**src/rtl/ps2_pkg.sv**
```systemverilog
// ---------------------------------------------------------------------------
// ps2_pkg
// Shared constants and types for the PS/2 keycode receiver.
//   PS2_PREFIX_EXT / PS2_PREFIX_BRK : prefix byte values stripped from the stream
//   PS2_FRAME_BITS                  : start + 8 data + parity + stop
//   prefix_state_t                  : prefix FSM state encoding
//   is_prefix()                     : 1 when a byte is one of the two prefixes
// ---------------------------------------------------------------------------
package ps2_pkg;

    localparam logic [7:0]  PS2_PREFIX_EXT = 8'hE0;
    localparam logic [7:0]  PS2_PREFIX_BRK = 8'hF0;
    localparam int unsigned PS2_FRAME_BITS = 11;

    typedef enum logic [1:0] {
        IDLE    = 2'd0,
        EXT     = 2'd1,
        BRK     = 2'd2,
        EXT_BRK = 2'd3
    } prefix_state_t;

    function automatic logic is_prefix(input logic [7:0] b);
        return (b == PS2_PREFIX_EXT) || (b == PS2_PREFIX_BRK);
    endfunction

endpackage

```
**src/rtl/ps2_frame_rx.sv**
```systemverilog
// ---------------------------------------------------------------------------
// ps2_frame_rx
// Deserialises 11-bit PS/2 device-to-host frames and checks start, odd parity
// and stop. Produces one byte per good frame, or a frame error.
//
// Ports:
//   clk, rst_n      system clock, async active-low reset
//   i_ps2_clk       raw PS/2 clock pin (asynchronous)
//   i_ps2_data      raw PS/2 data pin (asynchronous)
//   o_byte          received data byte, valid while o_byte_rdy is high
//   o_byte_rdy      1-cycle pulse, one cycle after the stop-bit fall strobe
//   o_frame_err     1-cycle pulse on a bad frame (or watchdog timeout)
//
// Build option PS2_RX_TIMEOUT_EN: adds an inactivity watchdog that discards a
// partial frame after TIMEOUT_CYCLES clocks without a PS/2 clock fall.
// ---------------------------------------------------------------------------
module ps2_frame_rx
    import ps2_pkg::*;
#(
    parameter int unsigned TIMEOUT_CYCLES = 50000,
    parameter int unsigned SYNC_STAGES    = 2
) (
    input  logic       clk,
    input  logic       rst_n,
    input  logic       i_ps2_clk,
    input  logic       i_ps2_data,
    output logic [7:0] o_byte,
    output logic       o_byte_rdy,
    output logic       o_frame_err
);

    localparam logic [3:0] LAST_BIT = 4'(PS2_FRAME_BITS - 1);

    if (SYNC_STAGES < 2) begin : g_chk_sync
        $error("ps2_frame_rx: SYNC_STAGES must be at least 2");
    end
    if (TIMEOUT_CYCLES < 2) begin : g_chk_timeout
        $error("ps2_frame_rx: TIMEOUT_CYCLES must be at least 2");
    end

    logic [SYNC_STAGES-1:0] r_clk_sync;
    logic [SYNC_STAGES-1:0] r_data_sync;
    logic                   r_clk_prev;
    logic                   w_clk_s;
    logic                   w_data_s;
    logic                   w_fall;
    logic                   w_timeout;

    logic [3:0] r_bit_cnt;
    logic [7:0] r_shift;
    logic       r_start;
    logic       r_parity;
    logic       r_byte_rdy;
    logic       r_frame_err;

    // Synchronisers reset to the idle-high bus level so leaving reset never
    // looks like a clock fall.
    always_ff @(posedge clk or negedge rst_n) begin
        if (!rst_n) begin
            r_clk_sync  <= '1;
            r_data_sync <= '1;
            r_clk_prev  <= 1'b1;
        end else begin
            r_clk_sync  <= {r_clk_sync[SYNC_STAGES-2:0], i_ps2_clk};
            r_data_sync <= {r_data_sync[SYNC_STAGES-2:0], i_ps2_data};
            r_clk_prev  <= w_clk_s;
        end
    end

    assign w_clk_s  = r_clk_sync[SYNC_STAGES-1];
    assign w_data_s = r_data_sync[SYNC_STAGES-1];
    assign w_fall   = r_clk_prev & ~w_clk_s;

`ifdef PS2_RX_TIMEOUT_EN
    localparam int unsigned          TO_W    = $clog2(TIMEOUT_CYCLES);
    localparam logic [TO_W-1:0]      TO_LOAD = TO_W'(TIMEOUT_CYCLES - 1);

    logic [TO_W-1:0] r_idle_cnt;

    // Down-counter holds the clocks remaining before timeout; it is reloaded
    // on every fall and while no frame is in progress.
    always_ff @(posedge clk or negedge rst_n) begin
        if (!rst_n) begin
            r_idle_cnt <= TO_LOAD;
        end else if (w_fall || (r_bit_cnt == 4'd0)) begin
            r_idle_cnt <= TO_LOAD;
        end else if (r_idle_cnt != '0) begin
            r_idle_cnt <= r_idle_cnt - 1'b1;
        end
    end

    // A fall in the terminal cycle wins over the timeout.
    assign w_timeout = (r_bit_cnt != 4'd0) && (r_idle_cnt == '0) && !w_fall;
`else
    assign w_timeout = 1'b0;
`endif

    always_ff @(posedge clk or negedge rst_n) begin
        if (!rst_n) begin
            r_bit_cnt   <= 4'd0;
            r_shift     <= 8'h00;
            r_start     <= 1'b0;
            r_parity    <= 1'b0;
            r_byte_rdy  <= 1'b0;
            r_frame_err <= 1'b0;
        end else begin
            r_byte_rdy  <= 1'b0;
            r_frame_err <= 1'b0;
            if (w_fall) begin
                if (r_bit_cnt == 4'd0) begin
                    r_start   <= w_data_s;
                    r_parity  <= 1'b0;
                    r_bit_cnt <= 4'd1;
                end else if (r_bit_cnt == LAST_BIT) begin
                    // r_parity is the XOR of data and parity bits: must be 1
                    if (!r_start && r_parity && w_data_s) begin
                        r_byte_rdy <= 1'b1;
                    end else begin
                        r_frame_err <= 1'b1;
                    end
                    r_bit_cnt <= 4'd0;
                end else begin
                    r_parity <= r_parity ^ w_data_s;
                    if (r_bit_cnt <= 4'd8) begin
                        r_shift <= {w_data_s, r_shift[7:1]};
                    end
                    r_bit_cnt <= r_bit_cnt + 4'd1;
                end
            end else if (w_timeout) begin
                r_bit_cnt   <= 4'd0;
                r_frame_err <= 1'b1;
            end
        end
    end

    assign o_byte      = r_shift;
    assign o_byte_rdy  = r_byte_rdy;
    assign o_frame_err = r_frame_err;

endmodule

```
**src/rtl/ps2_keycode_receiver.sv**
```systemverilog
// ---------------------------------------------------------------------------
// ps2_keycode_receiver
// PS/2 keyboard receiver: turns raw frames into one event per key action,
// stripping the E0 (extended) and F0 (break) prefix bytes.
//
// Ports:
//   clk, rst_n   system clock, async active-low reset
//   ps2_clk      raw PS/2 clock pin (asynchronous)
//   ps2_data     raw PS/2 data pin (asynchronous)
//   keycode      last keycode, held until the next event
//   make         1 = press, 0 = release (held level)
//   extended     1 = last event was E0-prefixed (held)
//   key_valid    1-cycle pulse when keycode/make/extended update
//   frame_err    1-cycle pulse on a rejected frame
//
// Build option PS2_RX_TIMEOUT_EN enables the mid-frame inactivity watchdog in
// ps2_frame_rx.
//
// Prefix FSM:
//   state   | meaning
//   IDLE    | no prefix pending
//   EXT     | E0 seen, next keycode is extended make
//   BRK     | F0 seen, next keycode is a release
//   EXT_BRK | E0 and F0 seen, next keycode is extended release
// ---------------------------------------------------------------------------
module ps2_keycode_receiver
    import ps2_pkg::*;
#(
    parameter int unsigned TIMEOUT_CYCLES = 50000,
    parameter int unsigned SYNC_STAGES    = 2
) (
    input  logic       clk,
    input  logic       rst_n,
    input  logic       ps2_clk,
    input  logic       ps2_data,
    output logic [7:0] keycode,
    output logic       make,
    output logic       extended,
    output logic       key_valid,
    output logic       frame_err
);

    logic [7:0] w_byte;
    logic       w_byte_rdy;
    logic       w_frame_err;

    prefix_state_t r_state;
    logic [7:0]    r_keycode;
    logic          r_make;
    logic          r_extended;
    logic          r_key_valid;

    ps2_frame_rx #(
        .TIMEOUT_CYCLES (TIMEOUT_CYCLES),
        .SYNC_STAGES    (SYNC_STAGES)
    ) u_frame_rx (
        .clk         (clk),
        .rst_n       (rst_n),
        .i_ps2_clk   (ps2_clk),
        .i_ps2_data  (ps2_data),
        .o_byte      (w_byte),
        .o_byte_rdy  (w_byte_rdy),
        .o_frame_err (w_frame_err)
    );

    // Extended and break flags accumulate independently, so prefix order
    // (E0 F0 vs F0 E0) and repeated prefixes do not matter.
    always_ff @(posedge clk or negedge rst_n) begin
        if (!rst_n) begin
            r_state     <= IDLE;
            r_keycode   <= 8'h00;
            r_make      <= 1'b0;
            r_extended  <= 1'b0;
            r_key_valid <= 1'b0;
        end else begin
            r_key_valid <= 1'b0;
            if (w_frame_err) begin
                r_state <= IDLE;
            end else if (w_byte_rdy) begin
                if (w_byte == PS2_PREFIX_EXT) begin
                    r_state <= (r_state == BRK || r_state == EXT_BRK) ? EXT_BRK : EXT;
                end else if (w_byte == PS2_PREFIX_BRK) begin
                    r_state <= (r_state == EXT || r_state == EXT_BRK) ? EXT_BRK : BRK;
                end else begin
                    r_keycode   <= w_byte;
                    r_make      <= !(r_state == BRK || r_state == EXT_BRK);
                    r_extended  <= (r_state == EXT || r_state == EXT_BRK);
                    r_key_valid <= !is_prefix(w_byte);
                    r_state     <= IDLE;
                end
            end
        end
    end

    assign keycode   = r_keycode;
    assign make      = r_make;
    assign extended  = r_extended;
    assign key_valid = r_key_valid;
    assign frame_err = w_frame_err;

endmodule

```
**config.mk**
```make
export PLATFORM = sky130hd
export DESIGN_NAME = ps2_keycode_receiver
export DESIGN_NICKNAME = d
export VERILOG_FILES = /design/src/rtl/ps2_pkg.sv /design/src/rtl/ps2_frame_rx.sv /design/src/rtl/ps2_keycode_receiver.sv
export SDC_FILE = /design/constraint.sdc
export NUM_CORES = 1
export LEC_CHECK = 0
export BUFFER_PORTS_ARGS = -buffer_cell sky130_fd_sc_hd__buf_2
export CAP_MARGIN = 20
export CORE_UTILIZATION = 45
export CTS_CLUSTER_SIZE = 10
export DETAILED_ROUTE_END_ITERATION = 8
export PLACE_DENSITY_LB_ADDON = 0.2
export SETUP_SLACK_MARGIN = 0.05
export SLEW_MARGIN = 20
export SYNTH_ARGS = -nofsm -noshare
export SYNTH_HDL_FRONTEND = slang
export SYNTH_SLANG_ARGS = --single-unit
```
**constraint.sdc**
```tcl
create_clock -name clk -period 1.71 [get_ports clk]
set_clock_uncertainty 0.15 [all_clocks]
set_input_delay 0.342 -clock clk [delete_from_list [all_inputs] [get_ports clk]]
set_output_delay 0.342 -clock clk [all_outputs]
set_load 0.005 [all_outputs]
```
==> Word level (Yosys, flattened, before mapping) <==
Cells that the tools add are included.
{ "word_totals": {"reg_bits": 34, "inputBits": 4, "wordCells": 67} }
{ "op_classes": {"addsub": 1, "order_cmp": 1, "eq_ne": 7, "mux": 22, "bitwise": 8, "reduce_logical": 14} }
{ "ops": {"columns": ["operator", "count"], "rows": [
  ["8-bit == test (second input constant)", 2],
  ["1-bit 2-to-1 mux", 15],
  ["2-bit 2-to-1 mux", 5],
  ["4-bit 2-to-1 mux", 2],
  ["4-bit AND reduction", 2],
  ["1-bit inverter", 6],
  ["4-bit by 1-bit adder with 4-bit output (second input constant)", 1],
  ["2-bit == test (second input constant)", 2],
  ["4-bit == test (second input constant)", 1],
  ["4-bit less-or-equal comparator (second input constant)", 1],
  ["4-bit logical NOT", 1],
  ["2-bit AND reduction", 2],
  ["1-bit logical NOT", 3],
  ["1-bit logical OR", 3],
  ["2-bit by 1-bit == test with 1-bit output (second input constant)", 1],
  ["1-bit logical AND", 2],
  ["2-bit by 1-bit != test with 1-bit output (second input constant)", 1],
  ["2-bit nonzero test", 1],
  ["1-bit AND", 1],
  ["1-bit bitwise XOR", 1]
]} }

==> Longest topological paths before layout <==
Gate-level depths: netlist (run 1).
{ "depth": {"ltp_word": 7, "depth_mapped": 4} }

==> Modules after synthesis <==
From an unflattened synthesis (run 1), not the netlist that was laid out.
{ "unflattened": {"cells_unflattened": 108, "hier_area_um2": 1413.9} }
{ "by_module_without_submodules": {"columns": ["module", "instances", "cells_per_inst", "area_per_inst_um2", "seq_area_each_um2"], "rows": [
  ["ps2_frame_rx", 1, 64, 872.1, 531.8],
  ["ps2_keycode_receiver", 1, 44, 541.8, 325.3]
]} }

==> Worst setup path after synthesis (run 1) <==
No wires, ideal clock.
{ "synth_timing": {"kind": "reg-to-reg", "start": "register u_frame_rx.r_bit_cnt[1]", "end": "register u_frame_rx.r_shift[1] (netlist: u_frame_rx.o_byte[1])", "arrival_time_ns": 1.358, "required_ns": 1.435, "setup_slack_ns": 0.078, "path_stages_with_launch": 5, "path_buffers": 1, "period_less_slack_ns": 1.632, "path_cell_list": "dfrtp_1 -> buf_6 -> nor4_4 -> nand3b_4 -> mux2_2"} }
{ "synth_between": {"elab_chain_len": 3, "word_cells_on_any_way": 6, "classes_between": "order compare: 1; eq/ne: 1; bitwise: 2; reduce/logical: 2"} }
{ "synth_lines": {"columns": ["item", "line", "rtl"], "rows": [
  ["start, declared", "ps2_frame_rx.sv:49", "logic [3:0] r_bit_cnt;"],
  ["start signal, assigned", "ps2_frame_rx.sv:127", "r_bit_cnt <= r_bit_cnt + 4'd1;"],
  ["parallel branches: the longest is 2 deep, another holds 4-bit less-or-equal comparator", null, null],
  ["4-bit AND reduction (no source line) *", null, null],
  ["end signal, assigned", "ps2_frame_rx.sv:125", "r_shift <= {w_data_s, r_shift[7:1]};"],
  ["end, declared", "ps2_frame_rx.sv:50", "logic [7:0] r_shift;"]
]} }
Mark *: on every way between the ends.
A chain may end at the register's enable or synchronous reset.

==> Final worst setup path (run 1) <==
{ "layout_timing": {"start": "register u_frame_rx.r_shift[2] (netlist: u_frame_rx.o_byte[2])", "end": "register r_extended (netlist: extended)"} }
{ "layout_between": {"elab_chain_len": 3, "word_cells_on_any_way": 5, "classes_between": "eq/ne: 2; bitwise: 2; reduce/logical: 1"} }
{ "layout_lines": {"columns": ["item", "line", "rtl"], "rows": [
  ["8-bit == test, on equally long branches", "ps2_keycode_receiver.sv:82, ps2_keycode_receiver.sv:80", null],
  ["1-bit inverter (no source line)", null, null],
  ["4-bit AND reduction (no source line) *", null, null],
  ["end signal, assigned", "ps2_keycode_receiver.sv:87", "r_extended <= (r_state == EXT || r_state == EXT_BRK);"],
  ["end, declared", "ps2_keycode_receiver.sv:50", "logic r_extended;"]
]} }
Every way passes the cells marked *; elsewhere a longest branch is shown, timed or not.

==> flow_summary.json, run 1 <==
{
  "outcome": "complete, but fails checks",
  "failed_checks": "DRC",
  "routed_wirelength_um": 2220,
  "cp-end-kind": "register",
  "ys.flop_type": "dfrtp_1",
  "grt_pass1_vias": 754,
  "max_slew_margin": 0.8074,
  "path_cells": "nand4b_1, o41ai_2, buf_4, mux2_2",
  "initial_utilization": 0.4895,
  "hold_viol": 0,
  "max_stage_delay_ps": 390,
  "p_int_mw": 1.588,
  "power.leakage_nw": 0.8291,
  "fin_crit_sh": 0.9895,
  "io_pins": 16,
  "power.share.clock": 0.201,
  "ir_drop_uv": 899.3,
  "fin_area_sq_mm": 0.001680,
  "power_switching_share": 0.3154,
  "final_common_cell": "dfrtp_1",
  "drc_errors": 1,
  "clk_latency_ps": 340,
  "synth_edf_count": 0,
  "async_flop_share": 1.000,
  "seq_area_frac_synth": 0.6138,
  "crit_buf_inv": 1,
  "pwr-share-comb": 0.268,
  "clkSinkCount": 34,
  "nNetsFinal": 135,
  "grt_overflow": 0,
  "cpMaxStageDelayCell": "dfrtp_1",
  "portBuffers": 15,
  "syn_to_final_growth_pct": 20.34,
  "hold_class": "register to register",
  "cp-endpoint": "extended$_DFFE_PN0P_",
  "core-area_sq_mm": 0.002853,
  "final_util": 0.5890,
  "fmax_mhz": 591.0,
  "netlist_area_sq_mm": 0.001396,
  "n_antenna_cell": 0,
  "rsz0062_at_grt": "yes",
  "tightestPinTransition_ps": 288.9,
  "seqPwrFrac": 0.532,
  "firstDrtPassIters": 6,
  "grt-busiest-layer": "met1",
  "switchingPower_mw": 0.7317,
  "track_usage": 0.1469,
  "via_per_inst": 5.258,
  "post-route-min-period_ps": 1692,
  "cts_buffers": 5,
  "placed_cell_area_sq_mm": 0.001540,
  "gp_congestion": 0.7016,
  "grt_pass1_wl_um": 3539,
  "met2_usage": 0.1977,
  "antenna_found_initial": 0,
  "use_met3": 0.04688,
  "r2r_end": "extended$_DFFE_PN0P_",
  "die_w_um": 57.71,
  "setup_viol": 0,
  "maxCapViolations": 0,
  "reg2reg_setup_slack_ps": 20,
  "cp.required_ps": 1780,
  "design.die.area_sq_mm": 0.003330,
  "crit_path_start": "u_frame_rx.o_byte[2]$_DFFE_PN0P_",
  "ant_nets": 0,
  "cp.arrival_ps": 1760,
  "cp_max_fo": 11,
  "cts_root_buf": "clkbuf_4",
  "yosysWarnings": 0,
  "met1_usage": 0.2056,
  "via_count": 857,
  "synth_cell_type_count": 32,
  "clk_pin_slew_ps": 110,
  "start_kind": "register",
  "worstReg2RegStart": "u_frame_rx.o_byte[2]$_DFFE_PN0P_",
  "cts_tree": "done",
  "avgSynthCellArea_sq_um": 14.25,
  "worstSetupPathDepth": 4,
  "first_iter_violations": 12,
  "drive_gt1_frac": 0.4924,
  "dp_hpwl_um": 1434,
  "finalMaxSlewViolations": 0,
  "die_y_um": 57.71,
  "critPathTopFamily": "flip-flops",
  "grt_max_degree": 35,
  "synth_nets": 102,
  "cts_htree_levels": 2,
  "routedWlPerCell_um": 13.62,
  "cts_buffer_depth": 2,
  "yosys_register_bits": 34,
  "mostFrequentLayoutCells": "dfrtp_1 (26), mux2_2 (16), buf_2 (15)",
  "ff2ff_path_depth": 4,
  "path_class": "register to register",
  "power_density_mw_per_mm2": 1381,
  "row_count": 19,
  "syn-instance-count": 98
}
worst min path at each step:
stage                                              startpoint  depth (start not counted)                             endpoint
after floorplan                                         rst_n                          0                 extended$_DFFE_PN0P_
after detailed placement                                rst_n                          2  u_frame_rx.r_bit_cnt[3]$_DFFE_PN0P_
final                      u_frame_rx.r_clk_sync[0]$_DFF_PN1_                          0   u_frame_rx.r_clk_sync[1]$_DFF_PN1_
after global routing      u_frame_rx.r_data_sync[0]$_DFF_PN1_                          0  u_frame_rx.r_data_sync[1]$_DFF_PN1_
after global placement                                  rst_n                          2  u_frame_rx.r_bit_cnt[3]$_DFFE_PN0P_
after CTS                  u_frame_rx.r_clk_sync[0]$_DFF_PN1_                          0   u_frame_rx.r_clk_sync[1]$_DFF_PN1_
cell type report:
type | count | area [sq um]
Fill cell | 242 | 1172
Multi-Input combinational cell | 55 | 494.2
Inverter | 6 | 22.52
Tap cell | 31 | 38.79
Timing Repair Buffer | 29 | 200.2
Clock inverter | 2 | 12.51
Sequential cell | 34 | 860.8
Clock buffer | 6 | 51.30
through the flow:
step / power (mW) / worst slack [ps] / hold WS [ps] / instances / setup TNS (ps)
floorplan: 1.607 / 77.73 / -103.6 / 98 / 0
global placement: 1.762 / 59.35 / 163.4 / 147 / 0
detailed placement: 1.787 / 45.78 / 163.2 / 147 / 0
CTS: 2.270 / 13.42 / 213.6 / 159 / 0
global route: 2.458 / -48.55 / 216.6 / 163 / -282.8
finish: 2.320 / 18.03 / 211.9 / 163 / 0
layer usage:
metal	wire [um]	vias to the layer above
met2	922	21
met1	1137	410
met3	119	5
met4	40	0
met5	0	-
li1	-	421
Yosys cell counts (2+ instances only):
library cell / instances / area (sq um)
dfrtp_1: 29 / 725.7
mux2_2: 16 / 180.2
inv_1: 6 / 22.52
dfstp_2: 5 / 131.4
nand2_1: 3 / 11.26
nand3_1: 3 / 15.01
nor2_1: 3 / 11.26
a211oi_1: 2 / 15.01
a21oi_1: 2 / 10.01
and2b_1: 2 / 15.01
buf_6: 2 / 22.52
nand4b_1: 2 / 17.52
nor2b_1: 2 / 12.51
o21ai_0: 2 / 10.01
o2bb2ai_1: 2 / 17.52
flip-flops by register name (all words and copies together), names as in the netlist:
name,cells
keycode,8
u_frame_rx.o_byte,8
u_frame_rx.r_bit_cnt,4
r_state,2
u_frame_rx.r_clk_sync,2
u_frame_rx.r_data_sync,2
extended,1
key_valid,1
make,1
u_frame_rx.o_byte_rdy,1
u_frame_rx.o_frame_err,1
u_frame_rx.r_clk_prev,1
u_frame_rx.r_parity,1
u_frame_rx.r_start,1
power groups by stage:
stage | registers (mW) | clock network (mW) | logic (mW)
after floorplan | 1.19 | 0 | 0.412
after global placement | 1.24 | 0 | 0.520
after detailed placement | 1.25 | 0 | 0.534
after CTS | 1.24 | 0.482 | 0.543
after global routing | 1.26 | 0.514 | 0.681
final | 1.23 | 0.466 | 0.621
cells by family after synthesis:
group,share of synthesized area
xor gates and xnor gates,0.006274
and+or+nand+nor,0.1192
DFF,0.6138
AOI/OAI and AO/OA,0.08065
buffers and inverters,0.03584
muxes,0.1443
timing repair:
action	in CTS	in global routing
gates resized for setup	1	3
setup endpoints to repair	16	19
endpoints found under the hold margin	31	0
setup buffers	1	4
hold buffers	3	0
pin swaps	0	1
Note: power is estimated with default switching activity, not from simulation.
==> run 2: changes to the inputs <==
- CTS_BUF_LIST: not set -> sky130_fd_sc_hd__clkbuf_4
- RECOVER_POWER: not set -> 100
==> flow_summary.json, run 2 (synthesis results as in run 1) <==
{
  "outcome": "complete, but fails checks",
  "failed_checks": "DRC, setup timing",
  "routed_wirelength_um": 2254,
  "antenna_found_initial": 0,
  "path_class": "register to register",
  "hold_viol": 0,
  "portBuffers": 15,
  "via_count": 853,
  "drc_errors": 1,
  "crit_path_start": "u_frame_rx.o_byte[2]$_DFFE_PN0P_",
  "min_path_cells": 0,
  "syn_to_final_growth_pct": 17.11,
  "core-area_sq_mm": 0.002853,
  "placed_cell_area_sq_mm": 0.001540,
  "grt_pass1_vias": 756,
  "cp-end-kind": "register",
  "fmax_mhz": 584.1,
  "track_usage": 0.1469,
  "cts_buffer_depth": 2,
  "fin_crit_sh": 1.001,
  "cp-endpoint": "keycode[3]$_DFFE_PN0P_",
  "mostFrequentLayoutCells": "dfrtp_1 (27), mux2_2 (15), buf_2 (10)",
  "die_w_um": 57.71,
  "cp.arrival_ps": 1790,
  "nNetsFinal": 135,
  "n_antenna_cell": 0,
  "finalMaxSlewViolations": 0,
  "first_iter_violations": 25,
  "ant_nets": 0,
  "cp.required_ps": 1780,
  "via_per_inst": 5.233,
  "maxCapViolations": 0,
  "setup_viol": 4,
  "ff2ff_path_depth": 4,
  "fin_area_sq_mm": 0.001635,
  "cts_root_buf": "clkbuf_4",
  "power_density_mw_per_mm2": 1373,
  "cp_max_fo": 11,
  "r2r_end": "keycode[3]$_DFFE_PN0P_",
  "reg2reg_setup_slack_ps": -2,
  "design.die.area_sq_mm": 0.003330,
  "power.leakage_nw": 0.7875,
  "grt_pass1_wl_um": 3560,
  "initial_utilization": 0.4895,
  "cts_htree_levels": 2,
  "dp_hpwl_um": 1434,
  "max_slew_margin": 0.4577,
  "cts_buffers": 5,
  "cts_tree": "done",
  "row_count": 19,
  "io_pins": 16,
  "layout_setup_ws_ps": -1.965,
  "grt_overflow": 0,
  "routedWlPerCell_um": 13.83,
  "clkSinkCount": 34,
  "clk_latency_ps": 330,
  "tightestPinTransition_ps": 813.4,
  "hold_class": "register to register",
  "gp_congestion": 0.7016,
  "start_kind": "register",
  "final_common_cell": "dfrtp_1",
  "ir_drop_uv": 897.0,
  "clk_pin_slew_ps": 110,
  "total_power_mw": 2.245,
  "post-route-min-period_ps": 1712,
  "die_y_um": 57.71,
  "worstReg2RegStart": "u_frame_rx.o_byte[2]$_DFFE_PN0P_",
  "grt_max_degree": 35,
  "firstDrtPassIters": 5,
  "drive_gt1_frac": 0.4091,
  "rsz0062_at_grt": "yes",
  "holdWs_ps": 211.8
}
==> run 2: cell count changes in the layout (fill, tap and decap cells not counted), sizes merged <==
cell    change
clkinv      +1
buf        -10
clkbuf      +9
==> run 2: worst max-delay path: stages, from the launching register on <==
cell and delay, ps:
dfrtp_1 390, nand4b_1 240, o41ai_2 240, buf_4 240, mux2_2 340
==> run 2: power breakdown <==
| part | switching (mW) | internal [mW] | total [mW] | leakage, nW |
|---|---|---|---|---|
| logic | 0.242 | 0.350 | 0.592 | 0.330 |
| clock network | 0.265 | 0.153 | 0.418 | 0.0286 |
| registers | 0.222 | 1.01 | 1.24 | 0.429 |
| total | 0.728 | 1.52 | 2.24 | 0.788 |
==> run 2: per-layer routing <==
layer / global-route usage / vias up / routed length, um
met1: 0.2101 / 413 / 1179
met2: 0.1977 / 17 / 945
met3: 0.04688 / 5 / 89
met4: 0.08163 / 0 / 39
li1: - / 418 / -
met5: 0 / - / 0
==> run 2: area by class of cell <==
cell class | count | area [sq um]
clock buffers | 5 | 37.54
clock inverters | 3 | 16.27
fillers | 251 | 1217
inverters | 6 | 22.52
multi-input cells | 55 | 493.0
flip-flops and latches | 34 | 859.6
well taps | 31 | 38.79
repair buffers | 29 | 167.7
==> run 2: stage by stage <==
step                worst slack, ps    util  TNS (ps)  instances
floorplan                     77.73       -         0         98
global placement              59.35  0.5399         0        147
detailed placement            45.78  0.5399         0        147
CTS                          0.8001  0.5737         0        159
global route                 -51.99  0.5732    -375.3        163
finish                       -1.965  0.5732    -4.500        163
==> run 2: how the worst min path moves through the flow <==
| stage | startpoint | to | slack [ps] |
|---|---|---|---|
| global route | u_frame_rx.r_data_sync[0]$_DFF_PN1_ | u_frame_rx.r_data_sync[1]$_DFF_PN1_ | 220 |
| finish | u_frame_rx.r_clk_sync[0]$_DFF_PN1_ | u_frame_rx.r_clk_sync[1]$_DFF_PN1_ | 210 |
| detailed placement | rst_n | u_frame_rx.r_bit_cnt[3]$_DFFE_PN0P_ | 160 |
| floorplan | rst_n | extended$_DFFE_PN0P_ | -100 |
| CTS | u_frame_rx.r_clk_sync[0]$_DFF_PN1_ | u_frame_rx.r_clk_sync[1]$_DFF_PN1_ | 210 |
| global placement | rst_n | u_frame_rx.r_bit_cnt[3]$_DFFE_PN0P_ | 160 |
==> run 2: what timing repair did <==
item                                    CTS  global route
buffers inserted                          1             4
endpoints found under the hold margin    31             0
resized for setup                         2             3
pin swaps                                 0             1
endpoints found under the setup margin   16            19
hold buffers                              3             0
==> run 3: changes to the inputs <==
- CORE_UTILIZATION: 45 -> 53
==> flow_summary.json, run 3 (synthesis results as in run 1) <==
{
  "outcome": "completed",
  "die_y_um": 53.33,
  "drc_errors": 0,
  "clk_pin_slew_ps": 100,
  "power.leakage_nw": 0.7933,
  "tightestPinTransition_ps": 872.2,
  "cp.arrival_ps": 1700,
  "rsz0062_at_grt": "yes",
  "grt_max_degree": 21,
  "hold_viol": 0,
  "cts_htree_levels": 2,
  "clkSinkCount": 34,
  "antenna_found_initial": 0,
  "track_usage": 0.1993,
  "core-area_sq_mm": 0.002477,
  "fmax_mhz": 610.5,
  "cp.required_ps": 1780,
  "row_count": 18,
  "start_kind": "register",
  "syn_to_final_growth_pct": 17.20,
  "grt_pass1_wl_um": 3726,
  "hold_class": "register to register",
  "via_per_inst": 5.478,
  "max_slew_margin": 0.4185,
  "path_class": "register to register",
  "ir_drop_uv": 1043,
  "via_count": 871,
  "cts_buffer_depth": 2,
  "routed_wirelength_um": 2196,
  "finalMaxSlewViolations": 0,
  "first_iter_violations": 3,
  "cts_buffers": 5,
  "cp-end-kind": "register",
  "grt_pass1_vias": 814,
  "nNetsFinal": 133,
  "power_density_mw_per_mm2": 1361,
  "post-route-min-period_ps": 1638,
  "io_pins": 16,
  "cts_tree": "done",
  "clk_latency_ps": 330,
  "setup_viol": 0,
  "fin_crit_sh": 0.9579,
  "cts_root_buf": "clkbuf_4",
  "design.die.area_sq_mm": 0.002844,
  "ant_nets": 0,
  "mostFrequentLayoutCells": "dfrtp_1 (27), mux2_2 (16), buf_2 (10)",
  "dp_hpwl_um": 1508,
  "final_common_cell": "dfrtp_1",
  "grt_overflow": 0,
  "firstDrtPassIters": 4,
  "routedWlPerCell_um": 13.81,
  "cp_max_fo": 11,
  "drive_gt1_frac": 0.4186,
  "die_w_um": 53.33,
  "fin_area_sq_mm": 0.001637,
  "placed_cell_area_sq_mm": 0.001546,
  "final_util": 0.6606,
  "maxCapViolations": 0,
  "portBuffers": 15,
  "n_antenna_cell": 0,
  "initial_utilization": 0.5636,
  "gp_congestion": 0.7482
}
==> run 3: layout make-up <==
class,instances,area (sq um)
multi-input cells,55,489.2
inverters,6,22.52
clock buffers,7,52.55
flip-flops and latches,34,859.6
repair buffers,27,175.2
well taps,30,37.54
fillers,206,840.8
==> run 3: per-layer routing <==
layer  vias to the layer above  part of all wire  global-route usage
met1                       433              0.47              0.2364
met4                         0             0.024              0.1184
li1                        415                 -                   -
met2                        19              0.46              0.2896
met3                         4             0.055             0.09483
met5                         -                 0                   0
==> run 3: report_power, final <==
| part | total [mW] | switching (mW) | internal (mW) |
|---|---|---|---|
| logic | 0.569 | 0.236 | 0.333 |
| clock network | 0.427 | 0.240 | 0.187 |
| registers | 1.23 | 0.218 | 1.01 |
==> run 3: worst paths after layout <==
path / endpoint / slack, ps / cells past startpoint / start
max: extended$_DFFE_PN0P_ / 70 / 4 / u_frame_rx.o_byte[2]$_DFFE_PN0P_
min: u_frame_rx.r_clk_prev$_DFF_PN1_ / 200 / 0 / u_frame_rx.r_clk_sync[1]$_DFF_PN1_
max reg2reg: extended$_DFFE_PN0P_ / 70 / 4 / u_frame_rx.o_byte[2]$_DFFE_PN0P_
min reg2reg: u_frame_rx.r_clk_prev$_DFF_PN1_ / 200 / 0 / u_frame_rx.r_clk_sync[1]$_DFF_PN1_
max in group asynchronous: u_frame_rx.r_clk_sync[1]$_DFF_PN1_ / 250 / 3 / rst_n
min in group asynchronous: make$_DFFE_PN0P_ / 480 / 2 / rst_n
==> run 3: repair_timing <==
action,CTS,global route
gates resized for setup,0,2
hold buffers,3,0
hold endpoints to repair,16,0
setup endpoints to repair,0,16
buffers inserted,0,2
==> run 3: worst max-delay path, stage by stage (launching register included) <==
cell and delay (ps):
dfrtp_1 380, nand4b_1 200, o41ai_2 210, buf_4 240
mux2_2 350
==> run 3: stage by stage <==
stage	power (mW)	hold slack, ps	setup TNS [ps]	setup WS, ps	instances
after CTS	2.249	210.6	0	51.30	157
after floorplan	1.607	-103.6	0	77.73	98
after detailed placement	1.814	121.2	0	66.48	147
final	2.227	204.2	0	72.04	159
after global placement	1.779	114.3	0	83.81	147
after global routing	2.368	213.0	-195.6	-32.69	159
